--- config.mk ---
export PLATFORM = sky130hd
export DESIGN_NAME = sort_net_sched
export DESIGN_NICKNAME = d
export VERILOG_FILES = /design/src/rtl/sort_ctrl_pkg.sv /design/src/rtl/rr_arb2.sv /design/src/rtl/sort_net_sched.sv
export SDC_FILE = /design/constraint.sdc
export NUM_CORES = 1
export LEC_CHECK = 0
export CAP_MARGIN = 20
export CORE_ASPECT_RATIO = 0.9
export CORE_MARGIN = 10
export CORE_UTILIZATION = 39
export CTS_CLUSTER_SIZE = 16
export DETAILED_ROUTE_END_ITERATION = 10
export GPL_ROUTABILITY_DRIVEN = 0
export PLACE_DENSITY = 0.89
export SYNTH_ARGS = -nofsm -noshare
export SYNTH_HDL_FRONTEND = slang
export SYNTH_HIERARCHICAL = 1
export SYNTH_SLANG_ARGS = --single-unit
--- constraint.sdc ---
create_clock -name clk -period 2.05 [get_ports clk]
set_clock_uncertainty 0.05 [all_clocks]
set_input_delay 0.5125 -clock clk [delete_from_list [all_inputs] [get_ports clk]]
set_output_delay 0.5125 -clock clk [all_outputs]
set_load 0.02 [all_outputs]
--- src/rtl/sort_ctrl_pkg.sv ---
// Shared types and widths for the classification-network frame scheduler.
package sort_ctrl_pkg;

  localparam int PIX_W  = 24;
  localparam int ADDR_W = 10;
  localparam int CLS_W  = 8;

  typedef enum logic [2:0] {
    ST_IDLE  = 3'd0,
    ST_START = 3'd1,
    ST_RUN   = 3'd2,
    ST_OUT   = 3'd3,
    ST_REL   = 3'd4
  } sched_state_t;

  // One-hot release mask for the served buffer.
  function automatic logic [1:0] buf_mask(input logic idx);
    return idx ? 2'b10 : 2'b01;
  endfunction

endpackage

--- src/rtl/rr_arb2.sv ---
// Two-requester round-robin arbiter; on contention the buffer not served last wins.
module rr_arb2
  import sort_ctrl_pkg::*;
(
  input  logic [1:0] req,
  input  logic       last,
  output logic       gnt_valid,
  output logic       gnt_idx
);

  // Pick a requester, alternating on contention.
  always_comb begin
    gnt_valid = 1'b0;
    gnt_idx   = 1'b0;
    case (req)
      2'b01: begin
        gnt_valid = 1'b1;
        gnt_idx   = 1'b0;
      end
      2'b10: begin
        gnt_valid = 1'b1;
        gnt_idx   = 1'b1;
      end
      2'b11: begin
        gnt_valid = 1'b1;
        gnt_idx   = ~last;
      end
      default: begin
        gnt_valid = 1'b0;
        gnt_idx   = 1'b0;
      end
    endcase
  end

endmodule

--- src/rtl/sort_net_sched.sv ---
// Shares one classification network between two ping-pong frame buffers:
// arbitrates, sequences conv_start, watches for timeout and hands the class result out.
module sort_net_sched
  import sort_ctrl_pkg::*;
#(
  parameter int START_HOLD     = 100,
  parameter int TIMEOUT_CYCLES = 1000000
)
(
  input  logic              clk,
  input  logic              rst,
  input  logic [1:0]        req,
  output logic [1:0]        done,
  input  logic [PIX_W-1:0]  buf0_data,
  input  logic [PIX_W-1:0]  buf1_data,
  output logic [ADDR_W-1:0] buf_addr,
  output logic [PIX_W-1:0]  net_d_in,
  output logic              net_conv_start,
  input  logic [ADDR_W-1:0] net_read_addr,
  input  logic [CLS_W-1:0]  net_out,
  input  logic              net_complete,
  output logic              res_valid,
  input  logic              res_ready,
  output logic [CLS_W-1:0]  res_class,
  output logic              res_src,
  output logic              timeout_err
);

  localparam int HW = $clog2(START_HOLD + 1);
  localparam int TW = $clog2(TIMEOUT_CYCLES + 1);
  localparam logic [HW-1:0] HOLD_LAST = HW'(START_HOLD - 1);
  localparam logic [TW-1:0] TO_LAST   = TW'(TIMEOUT_CYCLES - 1);

  sched_state_t  state_r;
  logic          grant_r;
  logic          last_r;
  logic [HW-1:0] hold_cnt_r;
  logic [TW-1:0] to_cnt_r;
  logic          complete_q_r;
  logic          complete_rise_s;
  logic          gnt_valid_s;
  logic          gnt_idx_s;

  rr_arb2 u_arb (
    .req       (req),
    .last      (last_r),
    .gnt_valid (gnt_valid_s),
    .gnt_idx   (gnt_idx_s)
  );

  // The network reads pixels straight from the granted buffer with no added latency.
  assign buf_addr        = net_read_addr;
  assign net_d_in        = grant_r ? buf1_data : buf0_data;
  assign complete_rise_s = net_complete & ~complete_q_r;

  // Frame sequencing FSM with registered outputs.
  always_ff @(posedge clk or posedge rst) begin
    if (rst) begin
      state_r        <= ST_IDLE;
      grant_r        <= 1'b0;
      last_r         <= 1'b1;
      hold_cnt_r     <= '0;
      to_cnt_r       <= '0;
      complete_q_r   <= 1'b0;
      net_conv_start <= 1'b0;
      done           <= 2'b00;
      res_valid      <= 1'b0;
      res_class      <= '0;
      res_src        <= 1'b0;
      timeout_err    <= 1'b0;
    end else begin
      complete_q_r <= net_complete;
      case (state_r)
        ST_IDLE: begin
          hold_cnt_r  <= '0;
          to_cnt_r    <= '0;
          done        <= 2'b00;
          timeout_err <= 1'b0;
          if (gnt_valid_s) begin
            grant_r        <= gnt_idx_s;
            net_conv_start <= 1'b1;
            state_r        <= ST_START;
          end
        end
        ST_START, ST_RUN: begin
          // A completion edge wins over a watchdog expiry in the same cycle.
          if (complete_rise_s) begin
            res_class      <= net_out;
            res_src        <= grant_r;
            res_valid      <= 1'b1;
            net_conv_start <= 1'b0;
            state_r        <= ST_OUT;
          end else if (to_cnt_r == TO_LAST) begin
            timeout_err    <= 1'b1;
            done           <= buf_mask(grant_r);
            last_r         <= grant_r;
            net_conv_start <= 1'b0;
            state_r        <= ST_REL;
          end else begin
            to_cnt_r <= to_cnt_r + 1'b1;
            if (state_r == ST_START) begin
              if (hold_cnt_r == HOLD_LAST) begin
                net_conv_start <= 1'b0;
                state_r        <= ST_RUN;
              end else begin
                hold_cnt_r <= hold_cnt_r + 1'b1;
              end
            end
          end
        end
        ST_OUT: begin
          if (res_ready) begin
            res_valid <= 1'b0;
            last_r    <= grant_r;
            done      <= buf_mask(grant_r);
            state_r   <= ST_REL;
          end
        end
        ST_REL: begin
          // Requests are ignored here so the released buffer has time to drop req.
          done        <= 2'b00;
          timeout_err <= 1'b0;
          state_r     <= ST_IDLE;
        end
        default: begin
          state_r <= ST_IDLE;
        end
      endcase
    end
  end

endmodule

==> impl_metrics.json <==
{
  "grt_pass1_wl_mm": 14.3,
  "synthTopCellsByCount": "46 x dfrtp_1, 35 x mux2_2, 23 x nand2_1",
  "clk_latency_ns": 0.30,
  "rows": 29,
  "drtIter0Drc": 238,
  "timing.final.ws_setup_ns": -0.160,
  "remaining_drc_errors": 0,
  "synth_ff_type": "dfrtp_1",
  "cp.depth": 7,
  "setup_viol": 36,
  "grt_max_degree": 26,
  "hp-class": "input pin to async pin",
  "yosysUniqueCellTypes": 52,
  "synth.avg_cell_area_sq_um": 9.48,
  "die_area_sq_um": 11000,
  "seq_area_frac_synth_pct": 42.1,
  "synth_edf_count": 0,
  "die_x_microns": 109,
  "maxSlewViolCount": 0,
  "min_period_over_period_pct": 108,
  "core_area_sq_um": 7000,
  "r2r_cells": 7,
  "final_area_sq_um": 4410,
  "min_period_ns": 2.21,
  "crit_buf_inv": 2,
  "layout.nets": 496,
  "final-seq-area_sq_um": 1180,
  "initial_utilization_pct": 39.9,
  "drive_gt1_share_pct": 32.9,
  "netlist_area_sq_um": 2800,
  "cap_violations": 0,
  "critical_path_class": "flip-flop to flip-flop",
  "ys_top_cells_by_area": "dfrtp_1 41%, mux2_2 14%, o21ai_0 3.6%",
  "critPathTopFamily": "simple AND/OR/NAND/NOR gates",
  "ant_nets": 0,
  "arrival_ns": 2.34,
  "max_stage_delay_ns": 0.55,
  "synth.top_cell.area_share_pct": 41.1,
  "fmax_mhz": 453,
  "syn_nets": 369,
  "worstSetupStartpointType": "flip-flop",
  "n_antenna_cell": 0,
  "slew_headroom_pct": 59.7,
  "clock_sinks": 47,
  "dr.pass1.iters": 5,
  "regToRegSetupSlack_ns": -0.16,
  "peakVddDrop_v": 0.000892,
  "postCtsHoldBufs": 0,
  "synth.largest_area_cell": "dfrtp_1",
  "worst_path_max_delay_cell": "or4b_4",
  "synth_seq_cells": 47,
  "end_kind": "flip-flop",
  "synthCells": 295,
  "viasPerCell": 5.66,
  "p_per_area_nw_per_um2": 1290,
  "clkTransAtPathRegs_ns": 0.09,
  "num_vias": 2919,
  "path_cells": "or4b_4, or4_4, o21ai_4, buf_4, buf_6, o21a_1, a31oi_1",
  "gr-usage-all-layers_pct": 16.0,
  "worst_slew_pin_slew_ns": 0.600,
  "antenna_found_initial": 0,
  "violations": "setup timing",
  "overflow": 0,
  "dpl_cell_area_sq_um": 4080,
  "multiInputGateArea_sq_um": 1580,
  "first_global_vias": 2817,
  "pin_count": 120,
  "nFillCells": 503,
  "cp_max_fo": 5,
  "cts.path.max_buffers": 2,
  "hold_ws_ns": 0.447,
  "rsz0062_at_grt": "true",
  "synth_most_common_cell": "dfrtp_1",
  "hpwl_mm": 6.82,
  "cts_tree": "done",
  "cts_buffers": 5,
  "port_buffers": 99,
  "die_height_microns": 100,
  "area_growth_pct": 57.6,
  "drt_wl_total_mm": 9.92,
  "synthArstFlopShare_pct": 100,
  "status": "finished, violations left",
  "cts-root-buf": "clkbuf_8",
  "hold_viol_final": 0,
  "wl_per_cell_microns": 19.2,
  "required_ns": 2.18,
  "cts_htree_levels": 2,
  "p_leak_uw": 0.00184,
  "yosys_warnings": 6
}
[logic make-up (layout without fill, tap and decap cells)]
family | Yosys count | after routing | synth area share [%]
fa+ha+maj | 2 | 2 | 0.894
buf+inv | 32 | 160 | 5.86
simple gates | 103 | 103 | 18.8
flops | 47 | 47 | 42.1
xor+xnor | 4 | 4 | 1.25
compound gates | 69 | 69 | 16.0
mux | 38 | 38 | 15.2
[where the power goes]
part	internal, uW	switching [uW]	total (uW)
clock	308	305	613
combinational	1870	1880	3750
sequential	1170	171	1340
total	3350	2360	5700
[flip-flops by register name, summed over array words and instances (netlist names)]
| register | count |
|---|---|
| done | 2 |
| res_src | 1 |
| timeout_err | 1 |
| res_class | 8 |
| state_r | 3 |
| grant_r | 1 |
| complete_q_r | 1 |
| res_valid | 1 |
| hold_cnt_r | 7 |
| net_conv_start | 1 |
| last_r | 1 |
| to_cnt_r | 20 |
[cell type report]
cell class                 instances  share of cell area (%)
clock buffer                       8                    2.27
inverter                           9                   0.766
multi-input combinational        216                    35.7
sequential                        47                    26.7
tap                               93                    2.64
timing repair buffer             143                    31.8
[layer usage]
| layer | GRT usage, % | wire (microns) | vias up |
|---|---|---|---|
| met2 | 28.4 | 5450 | 150 |
| met5 | 0 | 0 | - |
| met3 | 3.72 | 592 | 36 |
| li1 | - | - | 1326 |
| met4 | 4.40 | 218 | 0 |
| met1 | 18.9 | 3660 | 1407 |
[worst paths after layout]
| check | startpoint | end |
|---|---|---|
| max in group asynchronous | rst | last_r |
| max | to_cnt_r[8] | to_cnt_r[4] |
| min in group clk | to_cnt_r[19] | to_cnt_r[19] |
| min reg2reg | to_cnt_r[19] | to_cnt_r[19] |
| max reg2reg | to_cnt_r[8] | to_cnt_r[4] |
| min | rst | res_class[6] |
[placed cells by master, fill, tap and decap left out, types with 3 or more instances in the layout]
cell             count
a21oi_1             12
a31oi_1              9
buf_12               4
buf_2               13
buf_4               30
buf_6               18
clkbuf_8             7
clkdlybuf4s50_1     75
dfrtp_1             45
inv_1                8
mux2_2              32
mux2_4               3
mux2i_1              3
nand2_1             22
nand3_1             15
nand3_2              4
nand4_1              6
nor2_1              21
nor2b_1              3
nor3_1               4
o21ai_0             15
o21ai_1              4
o31ai_1              3
or2_2                4
or3_1                3
xor2_1               3
[timing repair]
| action | CTS | global route |
|---|---|---|
| gates cloned | 2 | 1 |
| gates resized for setup | 110 | 39 |
| pin swaps | 8 | 3 |
| endpoints found under the setup margin | 57 | 58 |
| buffers inserted | 7 | 3 |
[metrics by stage]
| stage | setup TNS [ns] | power (uW) | worst slack [ns] | utilization (%) | cells |
|---|---|---|---|---|---|
| floorplan | -0.832 | 3260 | -0.0816 | - | 295 |
| global placement | -11.31 | 4460 | -0.256 | 58.2 | 495 |
| detailed placement | -14.31 | 4550 | -0.292 | 58.2 | 495 |
| CTS | -3.39 | 5360 | -0.161 | 60.4 | 512 |
| global route | -4.93 | 6010 | -0.210 | 62.9 | 516 |
| finish | -2.63 | 5700 | -0.160 | 62.9 | 516 |
Power figures use the tool's default switching activity.
